==> config.mk <==
export PLATFORM = sky130hd
export DESIGN_NAME = ub_pipe_bka_flat
export DESIGN_NICKNAME = d
export VERILOG_FILES = /design/src/rtl/ub_pipe_bka_if.sv /design/src/rtl/ub_pipe_bka.sv /design/src/flat_wrapper.sv
export SDC_FILE = /design/constraint.sdc
export NUM_CORES = 1
export LEC_CHECK = 0
export ABC_AREA = 1
export CAP_MARGIN = 20
export CORE_AREA = 2 2 85 79
export DETAILED_ROUTE_END_ITERATION = 8
export DIE_AREA = 0 0 87 81
export GPL_ROUTABILITY_DRIVEN = 0
export HOLD_SLACK_MARGIN = 0.15
export MAX_ROUTING_LAYER = met4
export PLACE_DENSITY = 0.88
export SYNTH_ARGS = -nofsm -noshare
export SYNTH_HDL_FRONTEND = slang
export SYNTH_SLANG_ARGS = --single-unit
==> constraint.sdc <==
create_clock -name CLK -period 2.3 [get_ports CLK]
set_input_delay 0.46 -clock CLK [delete_from_list [all_inputs] [get_ports CLK]]
set_output_delay 0.46 -clock CLK [all_outputs]
set_load 0.01 [all_outputs]
==> src/rtl/ub_pipe_bka_if.sv <==
// Handshake and data bundle for the pipelined Brent-Kung adder/accumulator.
// W is derived from the operand widths; the producer side uses the master modport.
interface ub_pipe_bka_if #(
  parameter int XW = 8,
  parameter int YW = 12
);
  localparam int W = (XW > YW) ? XW : YW;

  logic          IV;
  logic          IR;
  logic [XW-1:0] X;
  logic [YW-1:0] Y;
  logic          CIN;
  logic          MODE;
  logic          CLR;
  logic          OV;
  logic          OR;
  logic [W:0]    S;
  logic [W-1:0]  ACC;
  logic          ACOV;

  modport master (
    output IV, X, Y, CIN, MODE, CLR, OR,
    input  IR, OV, S, ACC, ACOV
  );

  modport slave (
    input  IV, X, Y, CIN, MODE, CLR, OR,
    output IR, OV, S, ACC, ACOV
  );
endinterface

==> src/rtl/ub_pipe_bka.sv <==
// Three-stage Brent-Kung adder with an accumulate mode: GP formation, up-sweep,
// then down-sweep plus sum into the output register. One global stall enable.
module ub_pipe_bka #(
  parameter int XW = 8,
  parameter int YW = 12
) (
  input  logic         CLK,
  input  logic         RST,
  ub_pipe_bka_if.slave bus
);
  localparam int W = (XW > YW) ? XW : YW;
  localparam int L = $clog2(W);

  logic en;
  logic abusy;
  logic xfer;

  logic         v1_q, v1_d, m1_q, m1_d, c1_q, c1_d;
  logic [W-1:0] g1_q, g1_d, p1_q, p1_d;

  logic         v2_q, v2_d, m2_q, m2_d, c2_q, c2_d;
  logic [W-1:0] g2_q, g2_d, p2_q, p2_d;
  logic [W-1:0] p0_q, p0_d;

  logic         ov_q, ov_d, m3_q, m3_d;
  logic [W:0]   s_q, s_d;
  logic [W-1:0] acc_q, acc_d;
  logic         acov_q, acov_d;

  logic [W-1:0] a_ext;
  logic [W-1:0] b_ext;
  logic [W-1:0] dg;
  logic [W:0]   sum;

  assign en     = !ov_q | bus.OR;
  assign abusy  = (v1_q & m1_q) | (v2_q & m2_q) | (ov_q & m3_q);
  assign bus.IR = en & !RST & !(bus.IV & bus.MODE & abusy);
  assign xfer   = bus.IV & bus.IR;

  assign bus.OV   = ov_q;
  assign bus.S    = s_q;
  assign bus.ACC  = acc_q;
  assign bus.ACOV = acov_q;

  // Stage 1: CIN is folded into bit 0 generate so the tree yields carries directly.
  always_comb begin
    a_ext = '0;
    a_ext[XW-1:0] = bus.X;
    b_ext = '0;
    b_ext[YW-1:0] = bus.Y;
    if (bus.MODE) b_ext = acc_q;

    v1_d = v1_q;
    m1_d = m1_q;
    c1_d = c1_q;
    g1_d = g1_q;
    p1_d = p1_q;
    if (en) begin
      v1_d    = xfer;
      m1_d    = bus.MODE;
      c1_d    = bus.CIN;
      p1_d    = a_ext ^ b_ext;
      g1_d    = a_ext & b_ext;
      g1_d[0] = g1_d[0] | (p1_d[0] & bus.CIN);
    end
  end

  // Stage 2: up-sweep; node i at level l absorbs the span ending 2^(l-1) below it.
  always_comb begin
    v2_d = v2_q;
    m2_d = m2_q;
    c2_d = c2_q;
    p0_d = p0_q;
    g2_d = g2_q;
    p2_d = p2_q;
    if (en) begin
      v2_d = v1_q;
      m2_d = m1_q;
      c2_d = c1_q;
      p0_d = p1_q;
      g2_d = g1_q;
      p2_d = p1_q;
      for (int l = 1; l <= L; l++) begin
        for (int i = (1 << l) - 1; i < W; i += (1 << l)) begin
          g2_d[i] = g2_d[i] | (g2_d[i - (1 << (l - 1))] & p2_d[i]);
          p2_d[i] = p2_d[i] & p2_d[i - (1 << (l - 1))];
        end
      end
    end
  end

  // Stage 3: down-sweep fills the remaining prefixes; only group generates are needed.
  always_comb begin
    dg = g2_q;
    for (int l = L - 1; l >= 1; l--) begin
      for (int i = (1 << l) + (1 << (l - 1)) - 1; i < W; i += (1 << l)) begin
        dg[i] = dg[i] | (dg[i - (1 << (l - 1))] & p2_q[i]);
      end
    end
    sum    = '0;
    sum[0] = p0_q[0] ^ c2_q;
    for (int i = 1; i < W; i++) begin
      sum[i] = p0_q[i] ^ dg[i-1];
    end
    sum[W] = dg[W-1];
  end

  always_comb begin
    ov_d   = ov_q;
    m3_d   = m3_q;
    s_d    = s_q;
    acc_d  = acc_q;
    acov_d = acov_q;
    if (en) begin
      ov_d = v2_q;
      m3_d = v2_q & m2_q;
      if (v2_q) s_d = sum;
      if (v2_q & m2_q) begin
        acc_d  = sum[W-1:0];
        acov_d = acov_q | sum[W];
      end
    end
    if (bus.CLR) begin
      acc_d  = '0;
      acov_d = 1'b0;
    end
  end

  always_ff @(posedge CLK) begin
    if (RST) begin
      v1_q   <= 1'b0;
      m1_q   <= 1'b0;
      c1_q   <= 1'b0;
      g1_q   <= '0;
      p1_q   <= '0;
      v2_q   <= 1'b0;
      m2_q   <= 1'b0;
      c2_q   <= 1'b0;
      g2_q   <= '0;
      p2_q   <= '0;
      p0_q   <= '0;
      ov_q   <= 1'b0;
      m3_q   <= 1'b0;
      s_q    <= '0;
      acc_q  <= '0;
      acov_q <= 1'b0;
    end else begin
      v1_q   <= v1_d;
      m1_q   <= m1_d;
      c1_q   <= c1_d;
      g1_q   <= g1_d;
      p1_q   <= p1_d;
      v2_q   <= v2_d;
      m2_q   <= m2_d;
      c2_q   <= c2_d;
      g2_q   <= g2_d;
      p2_q   <= p2_d;
      p0_q   <= p0_d;
      ov_q   <= ov_d;
      m3_q   <= m3_d;
      s_q    <= s_d;
      acc_q  <= acc_d;
      acov_q <= acov_d;
    end
  end
endmodule

==> src/flat_wrapper.sv <==
// flat-port wrapper written by rule: the top's interface ports become plain ports
module ub_pipe_bka_flat 
#(
  parameter int XW = 8,
  parameter int YW = 12
)
  (CLK, RST, bus_IV, bus_X, bus_Y, bus_CIN, bus_MODE, bus_CLR, bus_OR, bus_IR, bus_OV, bus_S, bus_ACC, bus_ACOV);
  ub_pipe_bka_if #(.XW(XW), .YW(YW)) bus_i ();
  input  logic CLK;
  input  logic RST;
  input wire logic [$bits(bus_i.IV)-1:0] bus_IV;
  input wire logic [$bits(bus_i.X)-1:0] bus_X;
  input wire logic [$bits(bus_i.Y)-1:0] bus_Y;
  input wire logic [$bits(bus_i.CIN)-1:0] bus_CIN;
  input wire logic [$bits(bus_i.MODE)-1:0] bus_MODE;
  input wire logic [$bits(bus_i.CLR)-1:0] bus_CLR;
  input wire logic [$bits(bus_i.OR)-1:0] bus_OR;
  output wire logic [$bits(bus_i.IR)-1:0] bus_IR;
  output wire logic [$bits(bus_i.OV)-1:0] bus_OV;
  output wire logic [$bits(bus_i.S)-1:0] bus_S;
  output wire logic [$bits(bus_i.ACC)-1:0] bus_ACC;
  output wire logic [$bits(bus_i.ACOV)-1:0] bus_ACOV;
  assign bus_i.IV = bus_IV;
  assign bus_i.X = bus_X;
  assign bus_i.Y = bus_Y;
  assign bus_i.CIN = bus_CIN;
  assign bus_i.MODE = bus_MODE;
  assign bus_i.CLR = bus_CLR;
  assign bus_i.OR = bus_OR;
  assign bus_IR = bus_i.IR;
  assign bus_OV = bus_i.OV;
  assign bus_S = bus_i.S;
  assign bus_ACC = bus_i.ACC;
  assign bus_ACOV = bus_i.ACOV;
  ub_pipe_bka #(.XW(XW), .YW(YW)) u_core (.CLK(CLK), .RST(RST), .bus(bus_i));
endmodule
* Word-level counts from Yosys, hierarchy flattened
Cells that the tools add are included.
** Word-level totals
- Bits in registers :: 94
- Input port bits :: 27
- Output and inout port bits :: 28
- Word-level logic and storage cells :: 97
** Cells by class
- Multiplexer cells :: 1
- Bitwise operators :: 74
- Reductions and logical operators :: 6
** Operators with widths (number)
- 1-bit bitwise AND :: 37
- 1-bit bitwise OR :: 23
- 8-bit by 12-bit bitwise AND with 12-bit output :: 1
- 12-bit 2-to-1 mux :: 1
- 1-bit bitwise XOR :: 12
- 8-bit by 12-bit bitwise XOR with 12-bit output :: 1
- 2-bit AND reduction :: 2
- 1-bit logical NOT :: 3
- 2-bit OR reduction :: 1

* Logic depth before layout (Yosys ltp)
Gate-level depths: netlist (run 1).
- Depth after elaboration :: 7
- Depth in mapped cells :: 8
- Depth with buffers taken out :: 8

* Worst setup path after synthesis (run 1)
Ideal clock, no wire load.
- Path type :: input port to output port
- Start :: in RST
- End :: out bus_IR
- Arrival time :: 1.228 ns
- Data required time :: 1.840 ns
- Slack :: 0.612 ns
- Stages :: 6
- Path buffers :: 3
- Cells stage by stage :: buf_2 > inv_1 > buf_2 > clkbuf_2 > nand2_1 > nor2_1
** On the way
- Longest elaborated chain between the ends :: 3
** RTL lines
- start: declaration :: line flat_wrapper.sv:10 : input logic RST;
- 1-bit logical NOT :: line ub_pipe_bka.sv:37 : assign bus.IR = en & !RST & !(bus.IV & bus.MODE & abusy);
- 1-bit bitwise AND (2 in a row) :: line ub_pipe_bka.sv:37
- end: declaration :: line flat_wrapper.sv:18 : output wire logic [$bits(bus_i.IR)-1:0] bus_IR;
Every way passes these cells.

* Worst setup path in the final report (run 1)
- Start :: in bus_MODE
- End :: out bus_IR
** On the way
- Longest elaborated chain between the ends :: 4
** RTL lines
- start: declaration :: line flat_wrapper.sv:15 : input wire logic [$bits(bus_i.MODE)-1:0] bus_MODE;
- 1-bit bitwise AND (2 in a row) :: line ub_pipe_bka.sv:37
- 1-bit logical NOT :: line ub_pipe_bka.sv:37
- 1-bit bitwise AND :: line ub_pipe_bka.sv:37
Every way passes these cells.

==> results of run 1 <==
-- critical path, stage by stage --
cell             delay, ns
clkdlybuf4s50_1       0.43
nand2_1               0.07
inv_1                 0.04
nand2_1               0.08
nand2_1               0.05
nor2_1                0.08
clkdlybuf4s50_1       0.53
-- registers in the layout, summed over array words and instances, names as in the netlist --
signal / flops
u_core.bus.ACC: 12
u_core.bus.ACOV: 1
u_core.bus.OV: 1
u_core.bus.S: 13
u_core.c1_q: 1
u_core.c2_q: 1
u_core.g1_q: 8
u_core.g2_q: 8
u_core.m1_q: 1
u_core.m2_q: 1
u_core.m3_q: 1
u_core.p0_q: 12
u_core.p1_q: 12
u_core.p2_q: 3
u_core.v1_q: 1
u_core.v2_q: 1
-- through the flow --
stage / power, uW / utilization (%) / setup slack, ns
6_report: 2690 / 64.39 / 0.09315
5_1_grt: 2796 / 64.39 / 0.03633
4_1_cts: 2691 / 64.35 / 0.08193
3_5_place_dp: 1716 / 61.29 / 0.1032
3_3_place_gp: 1703 / 61.29 / 0.1037
2_1_floorplan: 1603 / - / 0.6115
-- cells by family after synthesis --
logic type,synth area share [%]
compound gates,15.21
simple gates,24.44
xor+xnor,1.854
buf+inv,6.961
fa+ha+maj,4.919
flops,46.61
-- worst paths after layout --
check                    end  slack [ns]  cells past startpoint
max                   bus_IR        0.09                      7
min          u_core.bus.ACOV        0.46                      2
max reg2reg   u_core.g2_q[7]        0.64                      8
min reg2reg  u_core.bus.ACOV        0.46                      2
-- layer usage --
| layer | wire, um | track usage [%] | vias to the layer above | share of wire (%) |
|---|---|---|---|---|
| met5 | 0 | - | - | 0 |
| met4 | 146 | 6.250 | 0 | 1.9 |
| met3 | 502 | 6.504 | 17 | 6.4 |
| met2 | 3905 | 40.15 | 106 | 50 |
| met1 | 3324 | 29.16 | 1390 | 42 |
| li1 | - | - | 1454 | - |
-- cell usage in the layout (no fill, tap or decap) --
cell,instances
nand3_1,5
clkdlybuf4s50_1,54
nand2_1,94
o21ai_1,3
clkinv_2,5
buf_4,8
a21oi_2,9
or2_2,1
nor2_8,3
bufinv_16,1
a21o_1,1
inv_1,16
nand2_2,11
clkbuf_1,1
clkbuf_8,10
ha_1,13
nor3_2,1
nand4_1,1
dfxtp_1,77
xor2_1,7
a21oi_1,29
inv_2,2
o21ai_0,45
a31oi_1,5
nor2_1,75
-- what timing repair did --
item	CTS	global route
endpoints found under the setup margin	0	1
setup buffers	0	0
endpoints found under the hold margin	0	0
resized for setup	0	1
-- report_power, final --
part	internal, uW	switching, uW	total [uW]
registers	1390	36.3	1420
clock network	524	476	1000
logic	123	143	266
-- layout make-up --
| type | count | share of cell area [%] |
|---|---|---|
| Clock buffer | 11 | 3.502 |
| Inverter | 19 | 1.797 |
| Timing Repair Buffer | 62 | 14.87 |
| Tap cell | 75 | 2.324 |
| Clock inverter | 5 | 1.240 |
| Sequential cell | 77 | 38.18 |
| Multi-Input combinational cell | 303 | 38.08 |
==> results.md, run 1 <==
* Run status: finished, final reports clean
* Row cnt at 28
* Top Ports at 55
* Syn Std Cell Area at 3307 um^2
* Critical Path RT at about 1.8 ns
* Placed cell areas at 3844 um^2
* Vias per cell at 5.375
* Hold Crit Class: reg2reg
* Unrepaired setup endpoints after global routing: no
* Yosys cell types at 25
* Commonest cells in the netlist: nand2_1 (95), dfxtp_1 (77), nor2_1 (75)
* Crit-path max FO at 2
* H-tree levels at 3
* Clk_skew at 0.01197 ns
* Maximum clock insertion buffer count at 2
* Startpoint types: primary input
* Ranking of synthesized cells by area: dfxtp_1 (47%), nand2_1 (11%), nor2_1 (8.5%), o21ai_0 (6.8%), ha_1 (4.9%)
* Register area share after synthesis at 46.61%
* Final antenna-violating net count at 0
* Final Non-Filler Cells at 552
* Setup TNS at 0 ns
* Clk slew on worst S/H paths at 0.07 ns
* Ant diodes at 0
* Dpl hpwl at 5.501 mm
* Pin count of the biggest net entering global routing at 49
* Cell taking the most area after synthesis: dfxtp_1
* Tcrit/Tclk final at 95.95%
* Slew HR at about two thirds
* Grt ovf at 0
* Most used DFF post-synth: dfxtp_1
* Worst Setup SP: bus_MODE
* Final hold violation count at 0
* FF/Latch Area at about 1500 um^2
* Share of cells above drive strength 1 at 10.69%
* Synth async-reset ratio at 0%
* Slew Viols, Final at 0
* Port bufs at 54
* Clock sink count at 77
* Worst-margin pin slew at 0.4905 ns
* Drt drc at 0
* Syn_nets at 463
* Layout Nets at between 500 and 600
* Most numerous cell in the Yosys netlist: nand2_1
* CTS tree: done
* Synth-to-Final Area Change at 22.10%
* CTS Buf Count at 9
* Die area at 7047 um^2
* Maximum VDD drop at 0.4045 mV
* Minimum clock period at approximately 2.2 ns
* Overall Global Routing Usage at 24.16%
* Synthesis warning total at 0
* Post-Place Cells at about 540
* First-pass GRT wire length at 12.79 mm
* Post-synth EDFFs at 0
* Root Buffer: clkbuf_8
* Initial antenna violation count at 0
* Hold_sp: u_core.bus.ACOV
* WP data arrival at 1.75 ns
* Number of global-route vias before repair at 2,771
* Die Wd at 87 um
* Cells after synthesis at 423
* Setup-failing EPs final at 0
* Synth top area share at 46.61%
* 1st-iter DRT viols at between 150 and 200
* Number of max-cap violations at 0
* DRT Wirelength at 7.879 mm
* Hold_ws at around 0.46 ns
* Max Fclk at approximately 450 MHz
* Layout filler cell count at 517
* R2R Path Start: u_core.bus.OV
* Core Box Area at 6271 um^2
* # hold bufs at CTS at 0
* Post-synthesis register bit count at 77
* Multi-input gate area at approximately 1500 um^2
* Worst-skew pair later-pin latency at around 0.35 ns
* Crit path kind: in2out
* Wire per inst at 14.27 um
* Pre-antenna DRT Iters at 4
* Cell area after layout at 4038 um^2
* Initial Utilization at 52.73%
* Power density over the cells at around 670 nW/um^2
* Die height at 81 um
* Routed vias at 2,967
* CP endpoint kind: output port
* Total leakage power at approximately 0.0016 uW
* Syn Area/Cell at 7.818 um^2
No activity file was read; power rests on OpenSTA's default activity.
==> inputs of run 2 (changes only) <==
Settings changed: SKIP_LAST_GASP from default to 1.
==> results of run 2 <==
Same layout as run 1: the final DEF is identical, and so are final timing and power.
==> inputs of run 3 (changes only) <==
Settings changed: CTS_CLUSTER_DIAMETER from default to 200, CTS_CLUSTER_SIZE from default to 8, PLACE_DENSITY 0.88 to default, PLACE_DENSITY_LB_ADDON from default to 0.1.
==> run 3 against run 2 <==
Compared with the run above: global-route usage fell by 0.39 points; maximum frequency rose by 19%; design area rose by 0.99%; setup slack improved by 0.36 ns; hold slack got worse by 0.012 ns; non-clock buffer count rose by 1; combinational power barely moved; power fell by 0.47%; critical path depth did not move; clock power barely moved; die area did not move; cell count rose by 0.18%; critical path type unchanged.
==> results.md, run 3 (synthesis gave the netlist of run 1 again) <==
* Vias per cell at 5.192
* Startpoint types: primary input
* Share of cells above drive strength 1 at under 10%
* Max stage delay cell, worst path: clkdlybuf4s50_1
* R2R Path Start: u_core.bus.OV
* Clock sink count at 77
* Pre-antenna DRT Iters at 5
* CTS Buf Count at 9
* Crit-path max FO at 3
* 1st-iter DRT viols at 154
* Leading cell type in the layout, fill and taps excluded: nand2_1
* Worst-margin pin slew at 0.4887 ns
* Port bufs at 54
* Maximum clock insertion buffer count at 2
* Dpl hpwl at around 5.2 mm
* WP data arrival at 1.39 ns
* Clk slew on worst S/H paths at ~0.07 ns
* Final antenna-violating net count at 0
* Top Ports at 55
* Worst Setup SP: bus_MODE
* CP endpoint kind: output port
* CP top delay family: buffers and inverters
* Die Wd at 87 um
* Internal reg-to-reg setup slack at 0.84 ns
* CP Depth at 7
* Ant diodes at 0
* Final Non-Filler Cells at 553
* Total leakage power at approximately 0.0017 uW
* CP max stage delay at 0.50 ns
* Synth-to-Final Area Change at 23.31%
* Critical Path RT at about 1.8 ns
* Setup TNS at 0 ns
* Overall Global Routing Usage at 23.77%
* Hold Crit Class: reg2reg
* Crit path kind: in2out
* Worst Path Buf+Inv at 3
* CTS tree: done
* Max Fclk at 540.7 MHz
* Power density over the cells at 656.6 nW/um^2
* Maximum VDD drop at 0.4022 mV
* Grt ovf at 0
* Root Buffer: clkbuf_8
* Critical-path cell list: clkdlybuf4s50_1 > nand2_1 > inv_1 > nand2_1 > nand2_1 > nor2_1 > dlymetal6s2s_1
* Initial antenna violation count at 0
* Routed vias at around 2,900
* First-pass GRT wire length at 12.50 mm
* Max reg flops at 13
* Most frequent cells in the layout: nand2_1 (95), dfxtp_1 (77), nor2_1 (75)
* Setup-failing EPs final at 0
* Slew Viols, Final at 0
* H-tree levels at 3
* Wire per inst at 13.97 um
* Final hold violation count at 0
* CP endpoint: bus_IR
* Unrepaired setup endpoints after global routing: no
* Post-Place Cells at roughly 540
* Row cnt at 28
* Worst Reg2Reg Path Length in Cells at 7
* Die height at 81 um
* Run status: finished, final reports clean
* Layout Nets at ~510
* Pin count of the biggest net entering global routing at 54
* Worst-skew pair later-pin latency at between 0.3 and 0.4 ns
* DRT Wirelength at 7.723 mm
* Drt drc at 0
* Minimum clock period at about 1.8 ns
* Core Box Area at 6271 um^2
* Tcrit/Tclk final at 80.41%
* CP dominant cell by count: nand2_1
* Slew HR at 67.38%
* Number of global-route vias before repair at around 2,700
* Worst r2r dst: u_core.bus.ACC[3]
* Number of max-cap violations at 0
* Clk_skew at 0.005688 ns
* Die area at 7047 um^2
* Initial Utilization at a little over half
[run 3: stage by stage]
step	hold WS (ns)	power [uW]	worst slack, ns	utilization [%]	instance area [um^2]
floorplan	0.4291	1603	0.6115	-	3307
finish	0.4476	2678	0.4505	65.02	4078
global route	0.4792	2792	0.3371	65.02	4078
global placement	0.4447	1714	0.09507	62.01	3889
CTS	0.4520	2699	0.07503	64.98	4075
detailed placement	0.4411	1719	0.08515	62.01	3889
[run 3: how the worst min path moves through the flow]
stage,startpoint,to,slack (ns),depth (start not counted)
6_report,u_core.bus.ACOV,u_core.bus.ACOV,0.45,2
5_1_grt,u_core.bus.S[11],u_core.bus.S[11],0.48,2
4_1_cts,u_core.bus.ACOV,u_core.bus.ACOV,0.45,2
3_5_place_dp,u_core.bus.ACOV,u_core.bus.ACOV,0.44,2
3_3_place_gp,u_core.bus.ACOV,u_core.bus.ACOV,0.44,2
2_1_floorplan,u_core.g1_q[1],u_core.g1_q[1],0.43,2
[run 3: routing by layer]
layer,GRT usage [%],part of all wire (%)
met2,38.24,47
met4,7.813,1.7
met1,29.19,47
met3,6.199,4.4
met5,-,0
[run 3: area by class of cell]
class / instances / area [um^2]
clock buffers: 15 / 156.4
clock inverters: 1 / 30.03
fillers: 546 / 2193
inverters: 19 / 72.57
multi-input cells: 303 / 1535
flip-flops and latches: 77 / 1541
well taps: 75 / 93.84
repair buffers: 63 / 648.1
[run 3: report_power, final]
group / total [uW] / internal, uW / switching [uW]
logic: 268 / 127 / 141
registers: 1420 / 1390 / 35.5
clock network: 986 / 534 / 452
total: 2680 / 2050 / 629
[run 3: timing repair]
item                                    CTS  global route
hold endpoints to repair                  0             0
endpoints found under the setup margin    0             1
gates resized for setup                   0             1
hold buffers                              0             0
setup buffers                             0             0
[run 3: worst register-to-register path: stages (launching register included)]
cell      delay (ns)
dfxtp_1         0.35
inv_2           0.11
nor2_8          0.04
buf_12          0.19
nor2_8          0.19
clkinv_2        0.26
nand2_1         0.13
a21oi_1         0.07
